<file path="config.mk">
export PLATFORM = sky130hd
export DESIGN_NAME = hazard_ctrl
export DESIGN_NICKNAME = d
export VERILOG_FILES = /design/src/rtl/hazard_pkg.sv /design/src/rtl/hazard_ctrl_sat_counter.sv /design/src/rtl/hazard_ctrl.sv
export SDC_FILE = /design/constraint.sdc
export NUM_CORES = 1
export LEC_CHECK = 0
export ABC_AREA = 1
export CAP_MARGIN = 15
export CORE_MARGIN = 2
export CORE_UTILIZATION = 40
export DETAILED_ROUTE_END_ITERATION = 12
export PLACE_DENSITY_LB_ADDON = 0.05
export SETUP_SLACK_MARGIN = 0.5
export SYNTH_ARGS = -nofsm -noshare
export SYNTH_HDL_FRONTEND = slang
export SYNTH_HIERARCHICAL = 1
export SYNTH_SLANG_ARGS = --single-unit
</file>
<file path="constraint.sdc">
create_clock -name clk_i -period 1.9 [get_ports clk_i]
set_input_delay 0.19 -clock clk_i [delete_from_list [all_inputs] [get_ports clk_i]]
set_output_delay 0.19 -clock clk_i [all_outputs]
set_load 0.05 [all_outputs]
</file>
<file path="src/rtl/hazard_pkg.sv">
// ============================================================================
// Module   : hazard_pkg
// Contents : Shared state encoding, default widths and constants for hazard_ctrl
// Revision : 1.0
// ============================================================================
`default_nettype none

package hazard_pkg;

    typedef enum logic [1:0] {
        IDLE    = 2'd0,
        STALL   = 2'd1,
        MEMWAIT = 2'd2
    } state_e;

    localparam int DEF_REG_ADDR_W = 5;
    localparam int DEF_LOAD_STALL = 1;
    localparam int DEF_CNT_W      = 16;

    // Wide enough for the largest legal stall length (7)
    localparam int REMAIN_W = 3;

    localparam int REG_ZERO = 0;

endpackage : hazard_pkg

`default_nettype wire

</file>
<file path="src/rtl/hazard_ctrl_sat_counter.sv">
// ============================================================================
// Module   : sat_counter
// Contents : Up-counter that sticks at all-ones, with synchronous clear
// Revision : 1.0
// ============================================================================
`default_nettype none

module sat_counter #(
    parameter int W = 16
) (
    input  logic         clk_i,
    input  logic         rst_i,
    input  logic         inc_i,
    input  logic         clear_i,
    output logic [W-1:0] cnt_o
);

    logic [W-1:0] cnt_q;
    logic [W-1:0] cnt_d;

    always_comb begin
        cnt_d = cnt_q;
        if (clear_i) begin
            cnt_d = '0;
        end else if (inc_i && (cnt_q != {W{1'b1}})) begin
            cnt_d = cnt_q + W'(1);
        end
    end

    always_ff @(posedge clk_i or posedge rst_i) begin
        if (rst_i) begin
            cnt_q <= '0;
        end else begin
            cnt_q <= cnt_d;
        end
    end

    assign cnt_o = cnt_q;

endmodule : sat_counter

`default_nettype wire

</file>
<file path="src/rtl/hazard_ctrl.sv">
// ============================================================================
// Module   : hazard_ctrl
// Contents : Load-use / memory-wait / branch-flush controller for the 5-stage
//            pipeline, with a saturating stall-cycle counter
// Revision : 1.0
// ============================================================================
`default_nettype none

module hazard_ctrl
    import hazard_pkg::*;
#(
    parameter int REG_ADDR_W = DEF_REG_ADDR_W,
    parameter int LOAD_STALL = DEF_LOAD_STALL,
    parameter int CNT_W      = DEF_CNT_W
) (
    input  logic                  clk_i,
    input  logic                  rst_i,
    input  logic [REG_ADDR_W-1:0] if_id_rs_i,
    input  logic [REG_ADDR_W-1:0] if_id_rt_i,
    input  logic                  if_id_use_rs_i,
    input  logic                  if_id_use_rt_i,
    input  logic [REG_ADDR_W-1:0] id_ex_rd_i,
    input  logic                  id_ex_memread_i,
    input  logic                  dmem_req_i,
    input  logic                  dmem_ready_i,
    input  logic                  branch_taken_i,
    output logic                  pc_hold_o,
    output logic                  if_id_hold_o,
    output logic                  id_ex_bubble_o,
    output logic                  if_id_flush_o,
    output logic                  freeze_o,
    output logic [CNT_W-1:0]      stall_cnt_o
);

    state_e                state_q,  state_d;
    state_e                saved_q,  saved_d;
    logic [REMAIN_W-1:0]   remain_q, remain_d;
    state_e                eff_state;

    logic load_use_hit;
    logic mem_wait;
    logic pc_hold;
    logic if_id_hold;
    logic id_ex_bubble;
    logic if_id_flush;
    logic freeze;

    assign load_use_hit = id_ex_memread_i
                       && (id_ex_rd_i != REG_ADDR_W'(REG_ZERO))
                       && ((if_id_use_rs_i && (if_id_rs_i == id_ex_rd_i))
                        || (if_id_use_rt_i && (if_id_rt_i == id_ex_rd_i)));

    assign mem_wait = dmem_req_i && !dmem_ready_i;

    always_comb begin
        state_d      = state_q;
        saved_d      = saved_q;
        remain_d     = remain_q;
        pc_hold      = 1'b0;
        if_id_hold   = 1'b0;
        id_ex_bubble = 1'b0;
        if_id_flush  = 1'b0;
        freeze       = 1'b0;

        // The cycle the memory answers already behaves as the state we froze in
        eff_state = state_q;
        if ((state_q == MEMWAIT) && dmem_ready_i) begin
            eff_state = saved_q;
        end

        case (eff_state)
            MEMWAIT: begin
                freeze     = 1'b1;
                pc_hold    = 1'b1;
                if_id_hold = 1'b1;
                state_d    = MEMWAIT;
            end

            STALL: begin
                pc_hold    = 1'b1;
                if_id_hold = 1'b1;
                if (mem_wait) begin
                    freeze  = 1'b1;
                    state_d = MEMWAIT;
                    saved_d = STALL;
                end else begin
                    id_ex_bubble = 1'b1;
                    if (remain_q <= REMAIN_W'(1)) begin
                        state_d  = IDLE;
                        remain_d = '0;
                    end else begin
                        state_d  = STALL;
                        remain_d = remain_q - REMAIN_W'(1);
                    end
                end
            end

            default: begin
                state_d = IDLE;
                if (mem_wait) begin
                    freeze     = 1'b1;
                    pc_hold    = 1'b1;
                    if_id_hold = 1'b1;
                    state_d    = MEMWAIT;
                    saved_d    = IDLE;
                end else if (load_use_hit) begin
                    pc_hold      = 1'b1;
                    if_id_hold   = 1'b1;
                    id_ex_bubble = 1'b1;
                    if (LOAD_STALL > 1) begin
                        state_d  = STALL;
                        remain_d = REMAIN_W'(LOAD_STALL - 1);
                    end
                end else if (branch_taken_i) begin
                    if_id_flush = 1'b1;
                end
            end
        endcase
    end

    always_ff @(posedge clk_i or posedge rst_i) begin
        if (rst_i) begin
            state_q  <= IDLE;
            saved_q  <= IDLE;
            remain_q <= '0;
        end else begin
            state_q  <= state_d;
            saved_q  <= saved_d;
            remain_q <= remain_d;
        end
    end

    // Outputs are quiet for the whole reset pulse, not just after the next edge
    assign pc_hold_o      = pc_hold      && !rst_i;
    assign if_id_hold_o   = if_id_hold   && !rst_i;
    assign id_ex_bubble_o = id_ex_bubble && !rst_i;
    assign if_id_flush_o  = if_id_flush  && !rst_i;
    assign freeze_o       = freeze       && !rst_i;

    sat_counter #(
        .W (CNT_W)
    ) u_stall_cnt (
        .clk_i   (clk_i),
        .rst_i   (rst_i),
        .inc_i   (pc_hold_o),
        .clear_i (1'b0),
        .cnt_o   (stall_cnt_o)
    );

endmodule : hazard_ctrl

`default_nettype wire

</file>
# After elaboration in Yosys (flattened, before gate mapping)
# Index checks and enable logic that the tools add are counted.
# op_classes
eq_ne	6
bitwise	2
muxes	21
n_reduce_logical	18
magnitude_cmp	1
add_sub_neg	2
# ops
operator	count
adder 16 x 1 -> 16 bit (second input constant)	1
inequality test 16 bit (second input constant)	1
two-way mux 1 bit	12
logical AND 1 bit	11
== test 5 bit	2
two-way mux 2 bit	5
case mux 2 bit (2 select lines)	2
nonzero test 5 bit	1
== test 2 bit (second input constant)	2
AND reduction 2 bit	2
<= comparator 3 x 1 -> 1 bit (second input constant)	1
two-way mux 3 bit	1
subtractor 3 x 1 -> 3 bit (second input constant)	1
== test 2 x 1 -> 1 bit (second input constant)	1
zero test 1 bit	2
inverter 1 bit	2
case mux 1 bit (2 select lines)	1
OR reduction 2 bit	1
logical OR 1 bit	1
# word_totals
register_bits	23

# Depth between registers and ports, before layout
# Gate-level depths: netlist of the first run.
# depth
ltp_word	9
depth_mapped	17
mapped_depth_nobuf	17

# Modules after synthesis
# The synthesis of the first run kept the hierarchy.
# modules_own_cells
mod	n_inst	area_each_um2	cells_per_inst
sat_counter	1	1083.5	159
hazard_ctrl	1	619.3	110

# Worst setup path before layout of the first run
# No wires, ideal clock.
# synth_path
path_type	register -> register
startpoint	reg state_q[0]
endpoint	reg u_stall_cnt.cnt_q[11] (netlist: u_stall_cnt/cnt_o[11])
required_time_ps	1834
n_path_buf	1
synth_period_minus_slack_ps	2163
stages_incl_launch_ff	11
setup_slack_ps	-263
setup_ps	66
arrival_time_ps	2097
cell_sequence	dfrtp_1 > o21ai_0 > ha_1 > nand3_2 > nand2_1 > inv_1 > inv_1 > nor2_2 > buf_2 > nand4_1 > nand2_1
# synth_via
elab_chain_cells	8
word_cells_on_any_way	9
cone_classes	3 x eq/ne; 2 x mux; 4 x reduce/logical
# synth_lines
item	line_no	source
start: declaration	hazard_ctrl.sv:35	state_e state_q, state_d;
start signal: assignment	hazard_ctrl.sv:127	state_q <= state_d;
== test 2 bit	hazard_ctrl.sv:67	if ((state_q == MEMWAIT) && dmem_ready_i) begin
logical AND 1 bit	hazard_ctrl.sv:67	
two-way mux 2 bit *	hazard_ctrl.sv:67	
== test 2 x 1 -> 1 bit / == test 2 bit (equally long branches)	n/a	
OR reduction 2 bit (no source line) *	n/a	
two-way mux 1 bit *	n/a	
logical AND 1 bit *	n/a	
net if_id_hold_o	hazard_ctrl.sv:28	output logic if_id_hold_o,
logical AND 1 bit *	hazard_ctrl_sat_counter.sv:25	end else if (inc_i && (cnt_q != {W{1'b1}})) begin
end signal: assignment	hazard_ctrl_sat_counter.sv:34	cnt_q <= cnt_d;
end: declaration	hazard_ctrl_sat_counter.sv:18	logic [W-1:0] cnt_q;
# The timed path passes the listed nets; every way through them passes the cells marked *.
# A chain may end at the register's enable or synchronous reset.

# Worst setup path in the final report of the first run
# layout_path
startpoint	reg state_q[1]
endpoint	out id_ex_bubble_o
# layout_via
elab_chain_cells	6
word_cells_on_any_way	7
cone_classes	3 x eq/ne; 2 x mux; 2 x reduce/logical
# layout_lines
item	line_no	source
== test 2 bit	hazard_ctrl.sv:67	
logical AND 1 bit	hazard_ctrl.sv:67	
two-way mux 2 bit *	hazard_ctrl.sv:67	
== test 2 x 1 -> 1 bit / == test 2 bit (equally long branches)	hazard_ctrl.sv:71	case (eff_state)
case mux 1 bit (2 select lines) *	hazard_ctrl.sv:71	
logical AND 1 bit *	hazard_ctrl.sv:136	assign id_ex_bubble_o = id_ex_bubble && !rst_i;
end: declaration	hazard_ctrl.sv:29	output logic id_ex_bubble_o,
# Mark *: on every way between the ends. The rest lies on a longest branch, timed or not.

==> run_results.csv, run 1 <==
group,metric,value,unit
power_and_ir_drop,p_switching,336.3,uW
power_and_ir_drop,power.leakage,0.001365,uW
logic_synthesis,synth_top_family_by_area,"simple AND/OR/NAND/NOR gates",
floorplan,coreArea,0.004058,mm2
power_and_ir_drop,combPwrFrac,0.249,
drt,drc,0,
drt,wl,4583,um
logic_synthesis,synth-simple-area-share,0.4519,
timing,rsz0062_at_grt,"true",
timing,tns,-27.56,ps
logic_synthesis,yosys.cell_types.count,28,
drt,antenna_left,0,
clock_tree,postCtsHoldBufs,0,
global_routing,grt_antenna_before_repair,0,
power_and_ir_drop,seq_power_share,0.390,
timing,skew,12.18,ps
clock_tree,cts_num_sinks,22,
logic_synthesis,synth_fa_ha_area_frac,0.03674,
clock_tree,clockBufferDepth,2,
clock_tree,cts_inserted_buffers,3,
final_layout,diodes,0,
place,dp_hpwl,3176,um
floorplan,start_util,0.4197,
timing,fmax,518.8,MHz
final_layout,area.growth.synth_to_final,54.96,%
floorplan,ios,44,
timing,period_minus_slack,1928,ps
logic_synthesis,syn_inst,269,
floorplan,die_w,69.25,um
drt,drt_pass1_iterations,4,
worst_setup_path,start_kind,"register",
timing,drv_slew,0,
logic_synthesis,ys_warn_count,6,
floorplan,num_rows,23,
timing,final.setup.worst_slack,-27.56,ps
power_and_ir_drop,p_int,906.0,uW
timing,fin_crit_sh,1.015,
power_and_ir_drop,sw_frac_of_total,0.2707,
global_routing,first_global_vias,1819,
floorplan,die_y,69.25,um
global_routing,grt_max_degree,17,
place,gp_congestion,0.8724,
logic_synthesis,avgSynthCellArea,6.330,um2
clock_tree,htree_levels,1,
power_and_ir_drop,peakVddDrop,0.2716,mV
global_routing,track_usage,0.2049,
logic_synthesis,yosysSeqAreaShare,0.3233,
worst_setup_path,path_max_fanout,3,
floorplan,design.die.area,0.004795,mm2
place,numPortBuffers,43,
outcome,violations,"negative setup slack",
worst_setup_path,endpoint_kind,"output pin",
clock_tree,worstSkewPairLatency,270,ps
drt,avgRoutedWirePerCell,11.84,um
final_layout,layout-drive-gt1-share,0.2997,
job,maxCapViolCount,0,
clock_tree,path_clk_slew,90,ps
global_routing,grt-ovfl-total,0,
timing,final_hold_viol_count,0,
logic_synthesis,synth_compound_area_frac,0.04555,
logic_synthesis,syn-cell-area,0.001703,mm2
worst_setup_path,critPathKind,"register to output pin",
final_layout,fin_util,0.6503,
place,place_ws,-257.7,ps
drt,drtIter0Drc,91,
final_layout,final_common_cell,"nand2_1",
logic_synthesis,synthMuxAreaShare,0,
drt,viasPerCell,4.868,
clock_tree,cts_tree,"yes",
worst_setup_path,critical_path.max_stage_delay,380,ps
final_layout,final_cell_mix,"nand2_1 (86), inv_1 (35), nor2_1 (22), dfrtp_1 (22), nand2_2 (17)",
worst_setup_path,cp_cell_sequence,"nand2_1, o21ai_2, ha_4, buf_6, buf_4, a21oi_2, buf_12",
drt,vias,1884,
worst_setup_path,critPathArrivalTime,1740,ps
hold_path,hold_class,"primary input to asynchronous set/reset pin",
logic_synthesis,synth-seq-cells,22,
worst_setup_path,cp.required,1710,ps
power_and_ir_drop,power_density,470.8,mW/mm2
global_routing,grt_pass1_wl,8093,um
logic_synthesis,synthXorXnorAreaFrac,0.02057,
outcome,status,"complete, but fails checks",
clock_tree,cts_root_buf,"clkbuf_8",
final_layout,final_nets,366,
timing,setup_violations,1,
power_and_ir_drop,p_clk_frac,0.361,
worst_setup_path,cp_slowest_cell,"dfrtp_1",
per-stage QoR:
step                hold WS, ps  std cells  instance area, um2  total power (uW)
detailed placement        473.5        374                2341             751.6
CTS                       313.4        386                2616              1240
global route              339.1        387                2639              1302
floorplan                 12.95        272                1730             627.2
global placement          471.6        374                2341             749.6
finish                    294.3        387                2639              1242
synth_stat cells:
| cell type | instances | area, um2 |
|---|---|---|
| conb_1 | 1 | 3.750 |
| o21ai_1 | 2 | 10.01 |
| xnor2_1 | 2 | 17.52 |
| nand2_1 | 100 | 375.4 |
| nand3b_1 | 2 | 15.01 |
| a21oi_1 | 4 | 20.02 |
| nor2_2 | 4 | 25.02 |
| o21ai_0 | 7 | 35.03 |
| nand2_4 | 1 | 11.26 |
| buf_2 | 1 | 5.000 |
| inv_1 | 43 | 161.4 |
| nor3_1 | 1 | 5.000 |
| dfrtp_1 | 22 | 550.5 |
| buf_6 | 1 | 11.26 |
| nand3_1 | 15 | 75.07 |
| buf_4 | 1 | 7.510 |
| inv_2 | 3 | 11.26 |
| nand3_2 | 1 | 10.01 |
| nor2_1 | 28 | 105.1 |
| nand2_2 | 3 | 18.77 |
| xor2_1 | 2 | 17.52 |
| buf_1 | 1 | 3.750 |
| clkinv_1 | 1 | 3.750 |
| ha_1 | 5 | 62.56 |
| o22ai_1 | 2 | 12.51 |
| nor2_8 | 1 | 20.02 |
| nand4_1 | 12 | 75.07 |
| nor2_4 | 3 | 33.78 |
per-layer routing:
| layer | part of all wire | routed length, um | global-route usage | vias to the layer above |
|---|---|---|---|---|
| li1 | - | - | - | 961 |
| met4 | 0.012 | 55 | 0.05664 | 0 |
| met5 | 0 | 0 | 0 | - |
| met2 | 0.48 | 2207 | 0.3547 | 51 |
| met3 | 0.040 | 182 | 0.01890 | 8 |
| met1 | 0.47 | 2138 | 0.2726 | 864 |
state kept, by name (all words and copies together) (netlist names):
| signal | count |
|---|---|
| u_stall_cnt/cnt_o | 16 |
| remain_q | 3 |
| state_q | 2 |
| saved_q | 1 |
timing repair:
item / CTS / global route
endpoints found under the setup margin: 42 / 31
cloned: 1 / 0
pin swaps: 27 / 6
gates resized for setup: 99 / 16
setup buffers: 7 / 1
final cells by class:
cell class	instances	area [um2]
clock buffer	3	41.29
clock inverter	1	30.03
fill	368	1419
inverter	47	182.7
multi-input combinational	199	1082
sequential	22	550.5
tap	50	62.56
timing repair buffer	65	689.4
final timing paths:
check / depth (start not counted) / startpoint / slack, ps / endpoint
min in group clk_i: 2 / saved_q[0] / 510 / saved_q[0]
worst max register to register: 13 / state_q[1] / 60 / u_stall_cnt/cnt_o[4]
worst min register to register: 2 / saved_q[0] / 510 / saved_q[0]
worst min-delay path: 3 / rst_i / 290 / u_stall_cnt/cnt_o[12]
worst max-delay path: 7 / state_q[1] / -30 / id_ex_bubble_o
max in group asynchronous: 3 / rst_i / 1410 / u_stall_cnt/cnt_o[4]
cells by family after synthesis:
family | Yosys count
other cells | 1
simple gates | 171
flops | 22
compound gates | 15
buf+inv | 51
fa+ha+maj | 5
xor+xnor | 4
power by group through the flow:
| stage | Clock (uW) | Sequential, uW | Combinational, uW |
|---|---|---|---|
| 3_3_place_gp | 0 | 492 | 257 |
| 6_report | 449 | 485 | 309 |
| 4_1_cts | 454 | 484 | 302 |
| 5_1_grt | 477 | 486 | 338 |
| 3_5_place_dp | 0 | 493 | 259 |
| 2_1_floorplan | 0 | 500 | 127 |
critical path: cells and delay by family (launching register included):
kind	cells	cell delay [ps]
flops	1	380
buf+inv	3	410
simple gates	1	80
fa+ha+maj	1	240
compound gates	2	380
Power figures use the tool's default switching activity.
==> run 2, diff against run 1 <==
--- a/config.mk
+++ b/config.mk
@@ -11,7 +11,6 @@
 export CORE_UTILIZATION = 40
 export DETAILED_ROUTE_END_ITERATION = 12
 export PLACE_DENSITY_LB_ADDON = 0.05
-export SETUP_SLACK_MARGIN = 0.5
 export SYNTH_ARGS = -nofsm -noshare
 export SYNTH_HDL_FRONTEND = slang
 export SYNTH_HIERARCHICAL = 1
==> run 2 against run 1 <==
The flow now finishes without violations. Critical path depth up 2. Total power shrank 4.0%. Combinational power is 14% lower. Non-clock buffer count decreased by 6. Flip-flop and latch count is the same. Global-route usage is 2.7 points lower. Clock skew shrank 5.1 ps. Sequential share of layout area up 1.1 points. Register-to-register slack better by 130 ps. Core utilization is 3.4 points lower. Worst hold slack improved by 29 ps. Final cell count shrank 1.6%.
==> run_results.csv, run 2 (synthesized netlist as in run 1, its figures left out) <==
group,metric,value,unit
outcome,status,"finished clean",
hold_path,hold_class,"primary input to asynchronous set/reset pin",
global_routing,track_usage,0.1780,
clock_tree,cts_tree,"yes",
floorplan,die_y,69.25,um
clock_tree,cts_root_buf,"clkbuf_8",
place,dp_hpwl,3198,um
floorplan,num_rows,23,
timing,relSlewSlack,0.5600,
global_routing,first_global_vias,1617,
drt,drtIter0Drc,118,
worst_setup_path,critPathArrivalTime,1690,ps
place,gp_congestion,0.8449,
power_and_ir_drop,peakVddDrop,0.2731,mV
global_routing,grt_max_degree,17,
clock_tree,cts_num_sinks,22,
worst_setup_path,r2r-end,"u_stall_cnt/cnt_o[4]",
global_routing,grt_pass1_wl,7169,um
timing,skew,7.044,ps
clock_tree,postCtsHoldBufs,0,
timing,fmax,531.3,MHz
drt,drt_pass1_iterations,4,
timing,final.setup.worst_slack,17.76,ps
worst_setup_path,cp_slowest_cell,"dfrtp_1",
worst_setup_path,rr_worst_depth,12,
clock_tree,worstSkewPairLatency,260,ps
worst_setup_path,cp_cell_sequence,"nand2_1, o21ai_2, ha_4, buf_6, nor2_4, nor2_1, nand2_1, a21oi_2, buf_12",
final_layout,area.growth.synth_to_final,46.88,%
drt,wl,4125,um
timing,fin_crit_sh,0.9907,
worst_setup_path,cp_common_cell,"nand2_1",
timing,tightest_slew,659.3,ps
power_and_ir_drop,power.leakage,0.001369,uW
final_layout,diodes,0,
timing,drv_slew,0,
floorplan,start_util,0.4197,
worst_setup_path,endpoint_kind,"output pin",
final_layout,final_common_cell,"nand2_1",
timing,rsz0062_at_grt,"true",
final_layout,final_cell_mix,"nand2_1 (99), inv_1 (39), clkdlybuf4s50_1 (27)",
worst_setup_path,regToRegSetupSlack,190,ps
drt,vias,1785,
timing,setup_violations,0,
final_layout,final_nets,360,
final_layout,layout-drive-gt1-share,0.1571,
job,maxCapViolCount,0,
worst_setup_path,critical_path.max_stage_delay,400,ps
drt,antenna_left,0,
clock_tree,htree_levels,1,
global_routing,grt-ovfl-total,0,
worst_setup_path,reg2reg_from,"state_q[1]",
worst_setup_path,cp.required,1710,ps
place,placed_area,0.002335,mm2
timing,final_hold_viol_count,0,
place,numPortBuffers,43,
worst_setup_path,path_max_fanout,3,
floorplan,design.die.area,0.004795,mm2
clock_tree,path_clk_slew,80,ps
drt,viasPerCell,4.685,
power_and_ir_drop,power_density,476.8,mW/mm2
floorplan,die_w,69.25,um
worst_setup_path,start_kind,"register",
drt,drc,0,
worst_setup_path,critPathLaunch,"state_q[1]",
clock_tree,cts_inserted_buffers,3,
final_layout,stdcell_area,0.002501,mm2
clock_tree,clockBufferDepth,2,
final_layout,largest_register_ffs,16,
floorplan,ios,44,
timing,period_minus_slack,1882,ps
global_routing,grt_antenna_before_repair,0,
drt,avgRoutedWirePerCell,10.83,um
worst_setup_path,critPathKind,"register to output pin",
floorplan,coreArea,0.004058,mm2
place,place_ws,-152.2,ps
run 2: through the flow:
step                      std cells  power [uW]  hold WS [ps]  utilization  TNS [ps]
after global placement          373       747.5         478.1       0.5754     -1918
after CTS                       379        1202         322.3       0.6007    -61.77
after detailed placement        373       749.3         482.7       0.5754     -2222
after global routing            381        1250         351.8       0.6164    -56.00
final                           381        1192         323.6       0.6164         0
after floorplan                 272       627.7         12.95            -         0
run 2: repair_timing:
item,CTS,global route
endpoints found under the setup margin,1,20
setup buffers,2,2
pin swaps,3,9
resized for setup,5,16
run 2: layout make-up:
type                            instances  area, um2
Inverter                               47      180.2
Clock buffer                            3      41.29
Tap cell                               50      62.56
Clock inverter                          1      30.03
Fill cell                             366       1556
Multi-Input combinational cell        199       1001
Timing Repair Buffer                   59      635.6
Sequential cell                        22      550.5
run 2: power by group:
part / switching, uW / internal, uW / total [uW]
Sequential: 6.97 / 477 / 484
Combinational: 142 / 125 / 267
Clock: 161 / 281 / 442
run 2: worst max-delay path by stage:
stage / endpoint / slack, ps / depth (start not counted)
global route: id_ex_bubble_o / -60 / 9
finish: id_ex_bubble_o / 20 / 9
detailed placement: u_stall_cnt/cnt_o[14] / -150 / 14
global placement: u_stall_cnt/cnt_o[14] / -170 / 14
floorplan: u_stall_cnt/cnt_o[2] / 0.7 / 11
CTS: id_ex_bubble_o / -50 / 9
run 2: critical path: cells and delay by family, from the launching register on:
family	cells	cell delay, ps
flip-flops	1	400
buffers and inverters	2	270
AND/OR/NAND/NOR	4	240
adder cells (fa/ha/maj)	1	280
AO/OA/AOI/OAI	2	240
run 2: routing by layer:
| layer | vias to the layer above | wire [um] | GRT usage |
|---|---|---|---|
| met2 | 46 | 1796 | 0.2788 |
| li1 | 952 | - | - |
| met4 | 0 | 26 | 0.03922 |
| met5 | - | 0 | 0 |
| met3 | 2 | 215 | 0.02035 |
| met1 | 785 | 2086 | 0.2634 |
